==> src/rtl/ram_ctrl_pkg.sv <==
// ram_ctrl_pkg: shared FSM encodings, RAM geometry and RW pin levels for RAM controllers
package ram_ctrl_pkg;
   localparam int RAM_AW = 4;
   localparam int RAM_DW = 8;
   localparam logic [1:0] IDLE   = 2'd0;
   localparam logic [1:0] ACCESS = 2'd1;
   localparam logic [1:0] RESP   = 2'd2;
   localparam logic RW_WRITE = 1'b1;
   localparam logic RW_READ  = 1'b0;
endpackage

==> src/rtl/rr_pick2.sv <==
// rr_pick2: two-way round-robin pick, a tie goes to the port that did not win last
module rr_pick2 (
   input  logic req0,
   input  logic req1,
   input  logic last,
   output logic valid,
   output logic gnt
);
   assign valid = req0 | req1;
   assign gnt   = (req0 & req1) ? ~last : req1;
endmodule

==> src/rtl/ram_arbiter_rr.sv <==
// ram_arbiter_rr: round-robin sharing of one single-port synchronous RAM between two requesters
module ram_arbiter_rr
   import ram_ctrl_pkg::*;
#(
   parameter int AW = RAM_AW,
   parameter int DW = RAM_DW
) (
   input  logic          clk,
   input  logic          rst,
   input  logic          req0,
   input  logic          req1,
   input  logic          we0,
   input  logic          we1,
   input  logic [AW-1:0] addr0,
   input  logic [AW-1:0] addr1,
   input  logic [DW-1:0] wdata0,
   input  logic [DW-1:0] wdata1,
   output logic          ack0,
   output logic          ack1,
   output logic [DW-1:0] rdata0,
   output logic [DW-1:0] rdata1,
   output logic [AW-1:0] ram_addr,
   output logic          ram_rw,
   output logic [DW-1:0] ram_wdata,
   input  logic [DW-1:0] ram_rdata,
   output logic          busy
);
   logic [1:0]    state_q, state_d;
   logic          gnt_q, gnt_d;
   logic          last_q, last_d;
   logic [DW-1:0] rdata0_q, rdata0_d;
   logic [DW-1:0] rdata1_q, rdata1_d;
   logic          pick_valid, pick_gnt;
   logic          sel_we, in_access, rd_cap;
   logic [AW-1:0] sel_addr;
   logic [DW-1:0] sel_wdata;

   rr_pick2 u_pick (
      .req0  (req0),
      .req1  (req1),
      .last  (last_q),
      .valid (pick_valid),
      .gnt   (pick_gnt)
   );

   // Requests are held until ack, so the granted port's pins stay valid through ACCESS and RESP
   always_comb begin
      sel_we    = gnt_q ? we1 : we0;
      sel_addr  = gnt_q ? addr1 : addr0;
      sel_wdata = gnt_q ? wdata1 : wdata0;
      in_access = state_q == ACCESS;
      rd_cap    = (state_q == RESP) && (sel_we == RW_READ);
      state_d   = (state_q == IDLE) ? (pick_valid ? ACCESS : IDLE) : in_access ? RESP : IDLE;
      gnt_d     = (state_q == IDLE && pick_valid) ? pick_gnt : gnt_q;
      last_d    = in_access ? gnt_q : last_q;
      rdata0_d  = (rd_cap && !gnt_q) ? ram_rdata : rdata0_q;
      rdata1_d  = (rd_cap && gnt_q) ? ram_rdata : rdata1_q;
   end

   // RAM pins are decoded from state so an async reset drops a pending write at once
   always_comb begin
      ram_rw    = in_access && (sel_we == RW_WRITE);
      ram_addr  = in_access ? sel_addr : '0;
      ram_wdata = in_access ? sel_wdata : '0;
      ack0      = (state_q == RESP) && !gnt_q;
      ack1      = (state_q == RESP) && gnt_q;
      rdata0    = (rd_cap && !gnt_q) ? ram_rdata : rdata0_q;
      rdata1    = (rd_cap && gnt_q) ? ram_rdata : rdata1_q;
      busy      = state_q != IDLE;
   end

   // State, grant, fairness history and per-port read data; last resets to 1 so port 0 wins the first tie
   always_ff @(posedge clk or posedge rst) begin
      if (rst) begin
         state_q  <= IDLE;
         gnt_q    <= 1'b0;
         last_q   <= 1'b1;
         rdata0_q <= '0;
         rdata1_q <= '0;
      end else begin
         state_q  <= state_d;
         gnt_q    <= gnt_d;
         last_q   <= last_d;
         rdata0_q <= rdata0_d;
         rdata1_q <= rdata1_d;
      end
   end
endmodule
==> config.mk <==
export PLATFORM = sky130hd
export DESIGN_NAME = ram_arbiter_rr
export DESIGN_NICKNAME = d
export VERILOG_FILES = /design/src/rtl/ram_ctrl_pkg.sv /design/src/rtl/rr_pick2.sv /design/src/rtl/ram_arbiter_rr.sv
export SDC_FILE = /design/constraint.sdc
export NUM_CORES = 1
export LEC_CHECK = 0
export ABC_CLOCK_PERIOD_IN_PS = 3100
export CORE_ASPECT_RATIO = 1.75
export CORE_MARGIN = 2
export CORE_UTILIZATION = 37
export CTS_CLUSTER_DIAMETER = 200
export CTS_CLUSTER_SIZE = 8
export DETAILED_ROUTE_END_ITERATION = 10
export PLACE_DENSITY_LB_ADDON = 0.08
export SLEW_MARGIN = 20
export SYNTH_ARGS = -nofsm -noshare
export SYNTH_HDL_FRONTEND = slang
export SYNTH_SLANG_ARGS = --single-unit
==> constraint.sdc <==
create_clock -name clk -period 3.1 [get_ports clk]
set_clock_uncertainty 0.2 [all_clocks]
set_input_delay 0.31 -clock clk [delete_from_list [all_inputs] [get_ports clk]]
set_output_delay 0.31 -clock clk [all_outputs]
set_load 0.05 [all_outputs]
==> impl_metrics.ini <==
[layout]
synthToLayoutAreaGrowth_pct = 70.20
layout-drive-gt1-share_pct = 27.33
antenna_cells = 0
ff_latch_area_um2 = 501.7
final_cell_mix = 53 x clkdlybuf4s50_1, 19 x dfrtp_1, 17 x mux2_2
multi_input_area_um2 = 465.4
fill_cells = 231
fin_nets = 189
final_common_cell = clkdlybuf4s50_1

[status]
status = finished, final reports clean

[timing]
max_slew.worst_pin.slew_ns = 0.8788
fin_crit_sh_pct = 91.79
fmax_ghz = 0.3514
rsz0062_at_grt = false
finalSetupTns_ns = 0
worst_slack_ns = 0.2544
hold_violations = 0
fin_crit_ns = 2.846
slew_headroom_pct = 41.42
slew_viol_final = 0
final-setup-viol-count = 0
timing.hold.ws_ns = 0.2858

[power]
powerDensity_mw_per_mm2 = 1205
leakagePower_nw = 0.7548
power_mw = 2.058
vdd_drop_max_uv = 801.6

[placed_design]
dp_hpwl_um = 2055
place_ws_ns = 0.4967
io_buffers = 69
place_congestion = 0.6355

[detailed_routing]
drcViolationCount = 0
postRouteAntennaNets = 0
detail_route.iter0.violations = 8
vias = 878
first_pass_iters = 2
wirelength_um = 2560
avgViaCountPerCell = 4.960
wl_per_cell_um = 14.46

[floorplan]
die_w_um = 43.37
start_util_pct = 38.19
core_area_mm2 = 0.002628
row_count = 25
die-area_mm2 = 0.003161
die_h_um = 72.89
ios = 70

[critical_path]
r2r-end = rdata1_q[4]
rrSetupSlack_ns = 0.95
required_ns = 2.59
worstPathArrival_ns = 2.34
critical_path.startpoint = gnt_q
crit_cells = 3
critical_path.max_stage_delay_ns = 0.92
path_buf_inv = 2
path_delay_family = buffers and inverters
startpoint_type = flip-flop
crit_path_cell_trace = inv_1 > nor3b_1 > clkdlybuf4s50_1
r2r-start = gnt_q
worstRegToRegCells = 2
crit_path_max_fanout = 18
crit_end = ack1
worst_setup_path_end_kind = output pin
slowest_stage = dfrtp_1
path_class = flip-flop to output pin

[clock_tree]
numCtsBuffers = 3
cts-resized-gates = 0
path_clk_slew_ns = 0.06
clock-sinks = 20
clock-root-buffer = clkbuf_8
holdBufCountCts = 0
cts_tree = built
cts_htree_levels = 1
post_cts.repair.setup_buffers = 0
cts.path.max_buffers = 2
worstSkewPairLatency_ns = 0.25

[logic_synthesis]
syn_nets = 119
syn_area_per_cell_um2 = 12.39
synth.top_cells.by_area = dfrtp_1 47%, mux2_2 19%, mux2i_1 13%, nor2_1 5.6%, dfstp_2 2.6%
ys_ff_latch = 20
synth.largest_area_cell = dfrtp_1
seq_area_frac_synth_pct = 50.00
synth_top_cell_area_share_pct = 47.38
synthCells = 81
netlist_area_mm2 = 0.001003
yosys_warnings = 0
ys_async_sr_fraction_pct = 100.0
ys_types = 16
synth_flop_cell = dfrtp_1
synth_edf_count = 0

[global_route]
grt.total_usage_pct = 17.82
grt_pass1_vias = 954
grt_max_degree = 21
antenna_found_initial = 0
grt_pass1_wl_um = 4298
grt_overflow = 0

[worst_hold_path]
hp-class = primary input to asynchronous set/reset pin

[flow_run]
drv_cap = 0
[cell usage after synthesis (2+ instances only)]
cell	instances
buf_2	2
dfrtp_1	19
inv_1	3
mux2_2	17
mux2i_1	13
nor2_1	15
nor3b_1	3
[logic make-up after synthesis]
| logic type | count (synthesis) | synth area share, % |
|---|---|---|
| simple gates | 22 | 12.72 |
| mux | 30 | 32.04 |
| flops | 20 | 50.00 |
| buf+inv | 7 | 3.615 |
| compound gates | 2 | 1.621 |
[how the worst min path moves through the flow]
stage / end / slack, ns / cells after the start
finish: rdata0_q[7] / 0.29 / 2
global route: rdata0_q[2] / 0.31 / 1
CTS: rdata0_q[2] / 0.30 / 1
detailed placement: rdata0_q[2] / 0.29 / 1
global placement: rdata0_q[2] / 0.28 / 1
floorplan: gnt_q / 0.07 / 1
[flip-flops by register name (all words and copies together), names as in the netlist]
register / count
gnt_q: 1
last_q: 1
rdata0_q: 8
state_q: 2
rdata1_q: 8
[where the power goes]
part	internal, mW	switching [mW]
Clock	0.0913	0.0775
Combinational	0.499	0.893
Sequential	0.392	0.104
Total	0.983	1.07
[through the flow]
stage,instance area [um2],cells,utilization (%)
final,1708,177,65.00
after global routing,1708,177,65.00
after CTS,1708,177,65.00
after detailed placement,1663,173,63.29
after global placement,1663,173,63.29
after floorplan,1003,81,-
[final cells by class]
cell class	instances	share of cell area, %
well taps	27	1.978
clock buffers	4	2.637
repair buffers	69	38.10
flip-flops and latches	20	29.38
inverters	3	0.6593
multi-input cells	54	27.25
[metal layers]
metal  routed length [um]  GRT usage, %  part of all wire, %  vias up
met5                    0             0                    0        -
met1                  854         17.38                   33      404
met2                 1411         33.67                   55       50
li1                     -             -                    -      417
met3                  235         4.208                  9.2        7
met4                   59         8.418                  2.3        0
Power figures use the tool's default switching activity.
